`config.mk`:
```
export PLATFORM = sky130hd
export DESIGN_NAME = div_nat_16_8
export DESIGN_NICKNAME = d
export VERILOG_FILES = /design/src/rtl/div_nat_16_8_pkg.sv /design/src/rtl/add.sv /design/src/rtl/div_nat_16_8_step.sv /design/src/rtl/div_nat_16_8.sv
export SDC_FILE = /design/constraint.sdc
export NUM_CORES = 1
export LEC_CHECK = 0
export CAP_MARGIN = 15
export CORE_MARGIN = 4
export CORE_UTILIZATION = 50
export CTS_BUF_LIST = sky130_fd_sc_hd__clkbuf_4 sky130_fd_sc_hd__clkbuf_8
export DETAILED_ROUTE_END_ITERATION = 8
export PLACE_DENSITY_LB_ADDON = 0.3
export REMOVE_ABC_BUFFERS = 1
export SETUP_SLACK_MARGIN = 0.4
export SLEW_MARGIN = 20
export SYNTH_ARGS = -nofsm -noshare
export SYNTH_HDL_FRONTEND = slang
export SYNTH_SLANG_ARGS = --single-unit
```
`constraint.sdc`:
```
create_clock -name clock -period 1.9 [get_ports clock]
set_input_delay 0.38 -clock clock [delete_from_list [all_inputs] [get_ports clock]]
set_output_delay 0.38 -clock clock [all_outputs]
set_load 0.02 [all_outputs]
```
`src/rtl/div_nat_16_8_pkg.sv`:
```
// Shared constants for the 16/8 natural divider: step count, FSM encodings
// and the saturated results reported on a divide by zero.
package div_nat_16_8_pkg;

    localparam int DIV_STEPS = 16;
    localparam logic [3:0] CNT_LAST = 4'(DIV_STEPS - 1);

    localparam logic [1:0] S_IDLE = 2'd0;
    localparam logic [1:0] S_CALC = 2'd1;
    localparam logic [1:0] S_WSOC = 2'd2;

    localparam logic [15:0] Q_DIV0 = 16'hFFFF;
    localparam logic [7:0]  R_DIV0 = 8'hFF;

endpackage

```
`src/rtl/add.sv`:
```
// Generic N-bit ripple adder with carry in and carry out.
module add #(
    parameter int N = 8
) (
    input  logic [N-1:0] a,
    input  logic [N-1:0] b,
    input  logic         c_in,
    output logic [N-1:0] s,
    output logic         c_out
);

    logic [N:0] sum;

    assign sum   = {1'b0, a} + {1'b0, b} + {{N{1'b0}}, c_in};
    assign s     = sum[N-1:0];
    assign c_out = sum[N];

endmodule

```
`src/rtl/div_nat_16_8_step.sv`:
```
// One restoring division step: shift in the next dividend bit and subtract
// the divisor when it fits. The carry out of t - dy is the quotient bit.
module div_step (
    input  logic [7:0] rem,
    input  logic       in_bit,
    input  logic [7:0] dy,
    output logic [8:0] rem_next,
    output logic       q_bit
);

    logic [8:0] t;
    logic [8:0] diff;

    assign t = {rem, in_bit};

    add #(.N(9)) u_add (
        .a     (t),
        .b     (~{1'b0, dy}),
        .c_in  (1'b1),
        .s     (diff),
        .c_out (q_bit)
    );

    assign rem_next = q_bit ? diff : t;

endmodule

```
`src/rtl/div_nat_16_8.sv`:
```
// Sequential restoring divider, 16-bit dividend by 8-bit divisor, one quotient
// bit per clock, soc/eoc handshake.
//
// state  | meaning
// S_IDLE | ready, eoc=1, waiting for soc
// S_CALC | 16 restoring steps in progress
// S_WSOC | result loaded, waiting for soc to drop before re-arming
module div_nat_16_8
    import div_nat_16_8_pkg::*;
(
    input  logic        clock,
    input  logic        reset_,
    input  logic        soc,
    input  logic [15:0] x,
    input  logic [7:0]  y,
    output logic        eoc,
    output logic [15:0] q,
    output logic [7:0]  r,
    output logic        err
);

    logic [1:0]  state;
    logic [15:0] dq;
    logic [7:0]  dy;
    logic [8:0]  rem;
    logic [3:0]  cnt;
    logic [8:0]  rem_next;
    logic        q_bit;

    // The partial remainder always stays below dy, so bit 8 of rem never sets.
    logic unused_rem_msb;
    assign unused_rem_msb = rem[8];

    div_step u_step (
        .rem      (rem[7:0]),
        .in_bit   (dq[15]),
        .dy       (dy),
        .rem_next (rem_next),
        .q_bit    (q_bit)
    );

    always_ff @(posedge clock or negedge reset_) begin
        if (!reset_) begin
            state <= S_IDLE;
            eoc   <= 1'b1;
            q     <= '0;
            r     <= '0;
            err   <= 1'b0;
            dq    <= '0;
            dy    <= '0;
            rem   <= '0;
            cnt   <= '0;
        end else begin
            case (state)
                S_IDLE: begin
                    if (soc) begin
                        dq  <= x;
                        dy  <= y;
                        rem <= '0;
                        cnt <= '0;
                        eoc <= 1'b0;
                        if (y == 8'd0) begin
                            q     <= Q_DIV0;
                            r     <= R_DIV0;
                            err   <= 1'b1;
                            state <= S_WSOC;
                        end else begin
                            state <= S_CALC;
                        end
                    end
                end
                S_CALC: begin
                    rem <= rem_next;
                    dq  <= {dq[14:0], q_bit};
                    cnt <= cnt + 4'd1;
                    if (cnt == CNT_LAST) begin
                        q     <= {dq[14:0], q_bit};
                        r     <= rem_next[7:0];
                        err   <= 1'b0;
                        state <= S_WSOC;
                    end
                end
                S_WSOC: begin
                    if (!soc) begin
                        eoc   <= 1'b1;
                        state <= S_IDLE;
                    end
                end
                default: begin
                    eoc   <= 1'b1;
                    state <= S_IDLE;
                end
            endcase
        end
    end

endmodule
```
* After elaboration in Yosys (flattened, before gate mapping)
Cells that the tools add are included.
** Storage, ports and cells
- Flip-flop bits (word level) :: 64
- Bits of input ports :: 27
- Output and inout port bits :: 26
- Logic and storage cells :: 56
** Cells by class
- Add/subtract/negate cells :: 3
- Equality and inequality tests :: 7
- Muxes and demuxes :: 27
- Bitwise logic cells :: 2
- Reduce and logical (&&, ||, !) cells :: 8
** Operators by type and width (count)
- $mux W16 :: 4
- $pmux W16 S2 :: 2
- $mux W8 :: 5
- $pmux W8 S2 :: 2
- $add A10 B1 Y10 const B :: 1
- $add A9 B9 Y10 :: 1
- $not A8 Y9 :: 1
- $logic_not A8 Y1 :: 1
- $mux W2 :: 4
- $ne A2 B2 Y1 const B :: 4
- $pmux W4 S2 :: 1
- $pmux W2 S3 :: 1
- $reduce_and A3 Y1 :: 2
- $mux W1 :: 5
- $add A4 B1 Y4 const B :: 1
- $eq A4 B4 Y1 const B :: 1
- $mux W4 :: 1
- $reduce_and A2 Y1 :: 2
- $reduce_and A4 Y1 :: 1
- $pmux W1 S3 :: 1
- $eq A2 B1 Y1 const B :: 1
- $eq A2 B2 Y1 const B :: 1
- $logic_not A2 Y1 :: 1
- $pmux W1 S2 :: 1
- other kinds (2) :: 2

* Depth between registers and ports, before layout
Gate-level depths: netlist (run 1).
- Depth in word-level cells :: 6
- Depth in mapped cells :: 9
- Gate-level depth less buffers :: 9

* Hierarchy
A second synthesis (run 1) with hierarchy kept.
** Unflattened totals
- Cells, all modules :: 315
- Area total of the unflattened synthesis :: 3498.4 µm²
** By module, submodules not included
- div_nat_16_8 :: instances 1, cells an instance 245, area an instance 2920.3 µm², sequential area each 1602.8 µm²
- add :: instances 1, cells an instance 51, area an instance 397.9 µm², sequential area each 0.0 µm²
- div_step :: instances 1, cells an instance 19, area an instance 180.2 µm², sequential area each 0.0 µm²

* Worst setup path before layout (run 1)
No wires, ideal clock.
- Path type :: register to register
- Start :: register rem[3]
- End :: register r[3]
- Setup time :: 0.140 ns
- Arrival time :: 1.853 ns
- Data required time :: 1.760 ns
- Slack :: -0.093 ns
- Stages on the path, launching flop included :: 9
- Path buffers :: 2
- Period minus slack after synthesis :: 1.993 ns
- Path through :: dfrtp_1 -> ha_1 -> buf_6 -> a21oi_4 -> o22ai_2 -> a2111oi_4 -> buf_6 -> mux2i_1 -> a21oi_1
** On the way
- Word-level cells in the longest chain between the ends :: 5
** RTL lines
- start: declaration :: RTL line div_nat_16_8.sv:25 : logic [8:0] rem;
- start signal: assignment :: RTL line div_nat_16_8.sv:73 : rem <= rem_next;
- $add A9 B9 Y10 :: RTL line add.sv:14 : assign sum = {1'b0, a} + {1'b0, b} + {{N{1'b0}}, c_in};
- $add A10 B1 Y10 :: RTL line add.sv:14
- $mux W8 :: RTL line div_nat_16_8_step.sv:24 : assign rem_next = q_bit ? diff : t;
- $mux W8 :: RTL line div_nat_16_8.sv:76 : if (cnt == CNT_LAST) begin
- $pmux W8 S2 :: RTL line div_nat_16_8.sv:54 : case (state)
- end signal: assignment :: RTL line div_nat_16_8.sv:78 : r <= rem_next[7:0];
- end: declaration :: RTL line div_nat_16_8.sv:18 : output logic [7:0] r,
Every way passes these cells. The select of a mux whose other input is x is not followed.
A chain may end at the register's enable or synchronous reset.

* Worst setup path in the final report (run 1)
- Start :: register dy[2]
- End :: register r[5]
** On the way
- Word-level cells in the longest chain between the ends :: 6
** RTL lines
- start: declaration :: RTL line div_nat_16_8.sv:24 : logic [7:0] dy;
- start signal: assignment :: RTL line div_nat_16_8.sv:58 : dy <= y;
- $not A8 Y9 :: RTL line div_nat_16_8_step.sv:18 : .b (~{1'b0, dy}),
- $add A9 B9 Y10 :: RTL line add.sv:14
- $add A10 B1 Y10 :: RTL line add.sv:14
- $mux W8 :: RTL line div_nat_16_8_step.sv:24
- $mux W8 :: RTL line div_nat_16_8.sv:76
- $pmux W8 S2 :: RTL line div_nat_16_8.sv:54
Every way passes these cells. The select of a mux whose other input is x is not followed.

==> results_dict.tcl, run 1 <==
set metrics [dict create \
    fp.dieH_um 87.6 \
    drive_above_1_share_pct 43.3 \
    number_of_cts_inserted_buffers 9 \
    crit_start "dy[2]" \
    kind_of_capture_point_of_the_worst_setup_path "register" \
    num_clock_sinks 64 \
    layout_worst_path_cycle_share_pct 111 \
    design.die.area_mm2 0.00767 \
    yosys_register_bits 64 \
    drv.max_cap_violation_count 0 \
    portBuffers 52 \
    routed-via-count 3270 \
    level_count_of_the_clock_h_tree 3 \
    power_leakage_nw 2.05 \
    cts.path.max_buffers 2 \
    synth-edff-count 0 \
    number_of_global_route_vias_before_repair 3279 \
    ys_types 45 \
    synth.avg_cell_area_um2 9.60 \
    floorplan.initialDensity_pct 52.6 \
    synth-seq-area-share_pct 50.6 \
    path_max_fanout 3 \
    utilization_pct 84.6 \
    areaGrowthSynthToFinish_pct 60.9 \
    floorplan.core_area_mm2 0.00603 \
    rsz_0062_raised_after_global_routing "yes" \
    grt_first_pass_wirelength_mm 16.4 \
    synth-main-ff-cell "sky130_fd_sc_hd__dfrtp_1" \
    hold_viol 0 \
    antenna_violations_before_repair 0 \
    violations "negative setup slack" \
    drtPass1Iterations 5 \
    worst_min_path_class "primary input to async pin" \
    track_usage_pct 28.7 \
    routed_via_density 6.15 \
    cp_data_required_time_ns 2.18 \
    postRouteWirelength_mm 12.3 \
    synth-async-reset-ratio_pct 100 \
    timing.setup.critical_path_class "register to register" \
    critPathLaunchType "register" \
    drv_slew 0 \
    cts_tree "done" \
    worst_slack_ns -0.209 \
    drt-initial-drc-count 238 \
    synth.cell_area_mm2 0.00317 \
    antenna_cells 0 \
    outcome "complete, but fails checks" \
    final_antenna_net_count 0 \
    clock_tree.root_cell "sky130_fd_sc_hd__clkbuf_8" \
    ioPinCount 53 \
    gp_congestion 0.863 \
    power_density_mw_per_mm2 2100 \
    drt_drc_violations_left 0 \
    clk_transition_reported_paths_ns 0.08 \
    rows 28 \
    setup_viol_count_final 18 \
    ff_latch_area_mm2 0.00161 \
    slew-limit-headroom_pct 74.4 \
    mapped_cells 330 \
    die_width_um 87.6 \
    max-vdd-ir-drop_v 0.00148 \
    post_drt_wl_per_cell_um 23.2 \
    clk-insertion-delay-late_ns 0.36 \
    global_route_overflow 0 \
    post-route-min-period_ns 2.11 \
    ys.warnings.count 0 \
    rr_startpoint "dy[2]" \
    place_hpwl_mm 5.40 \
    maxClockFrequency_ghz 0.474 \
    n_fill_cell 298 \
    timing.setup.tns_ns -2.41 \
    worstPathArrival_ns 2.39 \
    transition_at_the_pin_with_the_smallest_max_transition_slack_ns 0.382 \
    largest_net_degree_at_the_start_of_global_routing 65 \
    final.setup_skew_ns 0.0126 \
    final_net_count 489 \
    multi_input_gate_area_mm2 0.00193 \
]
## cell families after synthesis
logic type,Yosys count,synth area share [%]
AO/OA/AOI/OAI,87,17.0
flip-flops,64,50.6
AND/OR/NAND/NOR,112,15.5
adder cells (fa/ha/maj),11,4.50
XOR/XNOR,3,0.830
buffers and inverters,32,4.86
multiplexers,21,6.67
## final timing paths
kind                               end  cells past startpoint  slack (ns)
worst max-delay path              r[5]                      9       -0.21
worst min-delay path             dy[0]                      2        0.01
worst max register to register    r[5]                      9       -0.21
worst min register to register   dq[1]                      2        0.52
max in group asynchronous       dq[11]                      2        1.57
min in group clock               dy[7]                      4        0.41
## through the flow
step	std cells	total power, mW	instance area (um2)	hold WS [ns]	setup slack (ns)
floorplan	310	5.09	3060	0.0844	-0.385
global placement	487	6.81	4100	0.419	-0.280
detailed placement	487	6.99	4100	0.420	-0.289
CTS	523	9.05	4750	0.0462	-0.167
global route	532	11.2	5100	0.0539	-0.286
finish	532	10.7	5100	0.0143	-0.209
## metal layers
metal / global-route usage [%] / vias to the layer above / part of all wire (%)
met5: 0 / - / 0
met4: 15.5 / 0 / 6.1
met3: 6.30 / 69 / 6.8
met2: 46.6 / 194 / 49
met1: 35.7 / 1613 / 38
li1: - / 1394 / -
## cells in the mapped netlist, types with 2 or more instances
| cell | n | area (um2) |
|---|---|---|
| sky130_fd_sc_hd__o21ai_1 | 4 | 20.0 |
| sky130_fd_sc_hd__nand2b_1 | 4 | 25.0 |
| sky130_fd_sc_hd__nand3_1 | 10 | 50.1 |
| sky130_fd_sc_hd__a21oi_4 | 2 | 32.5 |
| sky130_fd_sc_hd__nor2b_1 | 3 | 18.8 |
| sky130_fd_sc_hd__a31oi_1 | 2 | 12.5 |
| sky130_fd_sc_hd__a211oi_1 | 2 | 15.0 |
| sky130_fd_sc_hd__buf_2 | 9 | 45.0 |
| sky130_fd_sc_hd__mux2i_1 | 20 | 200 |
| sky130_fd_sc_hd__xor2_1 | 3 | 26.3 |
| sky130_fd_sc_hd__nand2_1 | 30 | 113 |
| sky130_fd_sc_hd__or4b_1 | 2 | 20.0 |
| sky130_fd_sc_hd__a21oi_1 | 29 | 145 |
| sky130_fd_sc_hd__inv_1 | 12 | 45.0 |
| sky130_fd_sc_hd__nand4_1 | 2 | 12.5 |
| sky130_fd_sc_hd__a21oi_2 | 2 | 17.5 |
| sky130_fd_sc_hd__nor4_1 | 2 | 12.5 |
| sky130_fd_sc_hd__o21ai_0 | 34 | 170 |
| sky130_fd_sc_hd__nor2_1 | 53 | 199 |
| sky130_fd_sc_hd__clkbuf_1 | 7 | 26.3 |
| sky130_fd_sc_hd__dfrtp_1 | 63 | 1580 |
| sky130_fd_sc_hd__ha_1 | 9 | 113 |
| sky130_fd_sc_hd__nor3b_1 | 2 | 15.0 |
| sky130_fd_sc_hd__buf_6 | 3 | 33.8 |
## what timing repair did
action | 4_1_cts | 5_1_grt
setup endpoints to repair | 61 | 57
resized for setup | 103 | 90
hold buffers | 0 | 0
gates cloned | 4 | 1
buffers inserted | 16 | 8
pin swaps | 15 | 19
## flip-flops by register name (all words and copies together), names as in the netlist
register,flops
dq,16
q,16
dy,8
r,8
rem,8
cnt,4
state,2
eoc,1
err,1
## report_power, final
group          switching [mW]  internal (mW)
sequential              0.584           1.99
combinational            3.58           3.31
clock                   0.605          0.605
## worst max-delay path, cell delays in order (launching register included)
cell and delay (ns):
sky130_fd_sc_hd__dfrtp_1 0.39, sky130_fd_sc_hd__inv_2 0.10, sky130_fd_sc_hd__ha_4 0.22, sky130_fd_sc_hd__o21ai_4 0.18
sky130_fd_sc_hd__a21oi_4 0.08, sky130_fd_sc_hd__buf_6 0.13, sky130_fd_sc_hd__or4b_4 0.48, sky130_fd_sc_hd__a31o_4 0.24
sky130_fd_sc_hd__buf_4 0.13, sky130_fd_sc_hd__a21oi_2 0.10
## placed cells by master (no fill, tap or decap), types with 9 or more instances in the layout
| cell | count |
|---|---|
| sky130_fd_sc_hd__nand3_1 | 9 |
| sky130_fd_sc_hd__mux2i_1 | 17 |
| sky130_fd_sc_hd__nor2_4 | 16 |
| sky130_fd_sc_hd__clkdlybuf4s50_1 | 16 |
| sky130_fd_sc_hd__dlygate4sd2_1 | 23 |
| sky130_fd_sc_hd__buf_4 | 58 |
| sky130_fd_sc_hd__buf_6 | 13 |
| sky130_fd_sc_hd__nand2_1 | 30 |
| sky130_fd_sc_hd__dfrtp_1 | 61 |
| sky130_fd_sc_hd__o21ai_0 | 31 |
| sky130_fd_sc_hd__nor2_1 | 36 |
| sky130_fd_sc_hd__a21oi_2 | 21 |
| sky130_fd_sc_hd__clkbuf_8 | 9 |
## area by class of cell
cell class	count	area share [%]
clock buffer	9	2.43
clock inverter	7	1.40
inverter	12	0.883
multi-input combinational	234	37.9
sequential	64	31.5
tap	75	1.84
timing repair buffer	131	24.1
(Power assumes the default switching activity.)
==> run 2: changes to the inputs <==
Settings changed: CORE_UTILIZATION 50 to 51, SYNTH_HIERARCHICAL set to 1.
==> run 2 against run 1 <==
Net effect:
- the flow still finishes with violations (negative setup slack)
- total power decreased by 18%
- sequential share of layout area rose by 2.0 points
- via count is 17% lower
- register-to-register slack got worse by 0.25 ns
- sequential power decreased by 7%
- clock skew down 0.0047 ns
- sequential cell count unchanged
- die area is 6.4% higher
- first-iteration DRC count is 50% lower
- clock-buffer cell count unchanged
- hold slack better by 0.34 ns
- synthesized cell count decreased by 6.1%
- critical path type unchanged
- largest cell class unchanged
==> results_dict.tcl, run 2 <==
set metrics [dict create \
    synth.cell_area_mm2 0.00346 \
    worst_min_path_class "primary input to register" \
    routed-via-count 2712 \
    critical_path.top_delay_family "adder cells" \
    reg.largest.list "dq x16, q x16" \
    drt_drc_violations_left 0 \
    clk_transition_reported_paths_ns 0.08 \
    timing.critical_path.cells "inv_1 > inv_2 > fa_2 > fa_2 > nor2b_4 > o31a_4 > o21ai_2 > and2b_1 > xnor2_1 > mux2_4 > a2bb2oi_2" \
    post_drt_wl_per_cell_um 17.5 \
    number_of_global_route_vias_before_repair 2765 \
    timing.setup.critical_path_class "register to register" \
    cp_data_required_time_ns 2.13 \
    rows 29 \
    final.setup_skew_ns 0.00797 \
    clk-insertion-delay-late_ns 0.34 \
    worstPathArrival_ns 2.59 \
    mapped_cells 310 \
    power_density_mw_per_mm2 1820 \
    setup_viol_count_final 18 \
    floorplan.initialDensity_pct 53.6 \
    maxClockFrequency_ghz 0.424 \
    level_count_of_the_clock_h_tree 3 \
    antenna_cells 0 \
    post_layout_nonfiller_instances 485 \
    n_fill_cell 432 \
    final_antenna_net_count 0 \
    cts.path.max_buffers 2 \
    place_ws_ns -0.557 \
    grt_first_pass_wirelength_mm 13.3 \
    clock_tree.root_cell "sky130_fd_sc_hd__clkbuf_8" \
    drtPass1Iterations 5 \
    largest_net_degree_at_the_start_of_global_routing 50 \
    final_net_count 441 \
    ys.warnings.count 6 \
    design.die.area_mm2 0.00816 \
    antenna_violations_before_repair 0 \
    hold_viol 0 \
    postRouteWirelength_mm 8.51 \
    worst_path_most_repeated_cell "sky130_fd_sc_hd__fa_2" \
    cts_tree "done" \
    rsz_0062_raised_after_global_routing "yes" \
    violations "negative setup slack" \
    path_buf_inv 2 \
    max-vdd-ir-drop_v 0.00103 \
    num_clock_sinks 64 \
    outcome "complete, but fails checks" \
    utilization_pct 74.1 \
    floorplan.core_area_mm2 0.00646 \
    portBuffers 52 \
    kind_of_capture_point_of_the_worst_setup_path "register" \
    post-place-cells 456 \
    areaGrowthSynthToFinish_pct 38.4 \
    drv_slew 0 \
    place_hpwl_mm 5.38 \
    power_leakage_nw 2.22 \
    final_common_cell "sky130_fd_sc_hd__dfrtp_1" \
    worst_slack_ns -0.458 \
    gp_congestion 0.899 \
    global_route_overflow 0 \
    path_max_fanout 2 \
    ioPinCount 53 \
    critPathLaunchType "register" \
    layout_worst_path_cycle_share_pct 124 \
    standard_cell_with_the_maximum_stage_delay_on_the_critical_path "sky130_fd_sc_hd__fa_2" \
    slowest_delay_ns 0.39 \
    drive_above_1_share_pct 35.5 \
    drt-initial-drc-count 120 \
    die_width_um 90.4 \
    multi_input_gate_area_mm2 0.00181 \
    number_of_cts_inserted_buffers 9 \
    ff_latch_area_mm2 0.00161 \
    track_usage_pct 20.1 \
    post-route-min-period_ns 2.36 \
    synth.avg_cell_area_um2 11.2 \
    fp.dieH_um 90.4 \
    routed_via_density 5.59 \
    layout.cells.most_common_list "sky130_fd_sc_hd__dfrtp_1, sky130_fd_sc_hd__buf_4, sky130_fd_sc_hd__nand2_1, sky130_fd_sc_hd__dlygate4sd2_1, sky130_fd_sc_hd__a2bb2oi_2" \
    drv.max_cap_violation_count 0 \
]
[run 2: cell count changes in the layout (fill, tap and decap cells not counted), moves of 15 or more]
cell                        change
sky130_fd_sc_hd__nor2_1        -31
sky130_fd_sc_hd__a2bb2oi_2     +24
sky130_fd_sc_hd__o21ai_0       -24
sky130_fd_sc_hd__buf_4         -21
sky130_fd_sc_hd__o21ai_1       +21
sky130_fd_sc_hd__nor2_4        -16
sky130_fd_sc_hd__mux2_4        +15
[run 2: area by class of cell]
class,instances,area share [%]
flip-flops and latches,64,33.5
clock inverters,7,1.99
multi-input cells,209,37.8
inverters,17,1.33
well taps,77,2.01
clock buffers,9,2.59
repair buffers,102,20.8
[run 2: metrics by stage]
step           power, mW  hold slack (ns)  setup TNS (ns)  area [um2]
6_report            8.71            0.351           -6.37        4790
5_1_grt             9.28            0.354           -8.12        4790
4_1_cts             8.17            0.392           -6.85        4450
3_5_place_dp        6.96            0.240           -7.86        4230
3_3_place_gp        6.82            0.234           -6.95        4230
2_1_floorplan       5.41           0.0844          -38.75        3310
[run 2: where the power goes]
part	total, mW	leakage (nW)	switching (mW)	internal, mW
clock network	1.30	0.110	0.563	0.740
logic	5.00	1.31	2.33	2.67
registers	2.40	0.800	0.439	1.97
[run 2: path summary, 6_finish.rpt]
kind	slack, ns	start	to	depth (start not counted)
setup / recovery	-0.46	dy[0]	r[6]	11
hold / removal	0.35	y[6]	dy[6]	2
setup reg to reg	-0.46	dy[0]	r[6]	11
hold reg to reg	0.52	dy[5]	dy[5]	1
max in group asynchronous	0.84	reset_	eoc	3
min in group asynchronous	0.40	reset_	q[3]	2
[run 2: timing repair]
item                                   CTS  global route
resized for setup                       38            63
hold buffers                             1             0
cloned                                   0             3
endpoints found under the hold margin    7             0
buffers inserted                         1             8
pin swaps                                5            17
setup endpoints to repair               62            44
[run 2: metal layers]
| metal | track usage (%) | wire length, um |
|---|---|---|
| met4 | 9.57 | 199 |
| met1 | 26.0 | 3560 |
| met5 | 0 | 0 |
| met2 | 32.9 | 4360 |
| met3 | 3.08 | 381 |
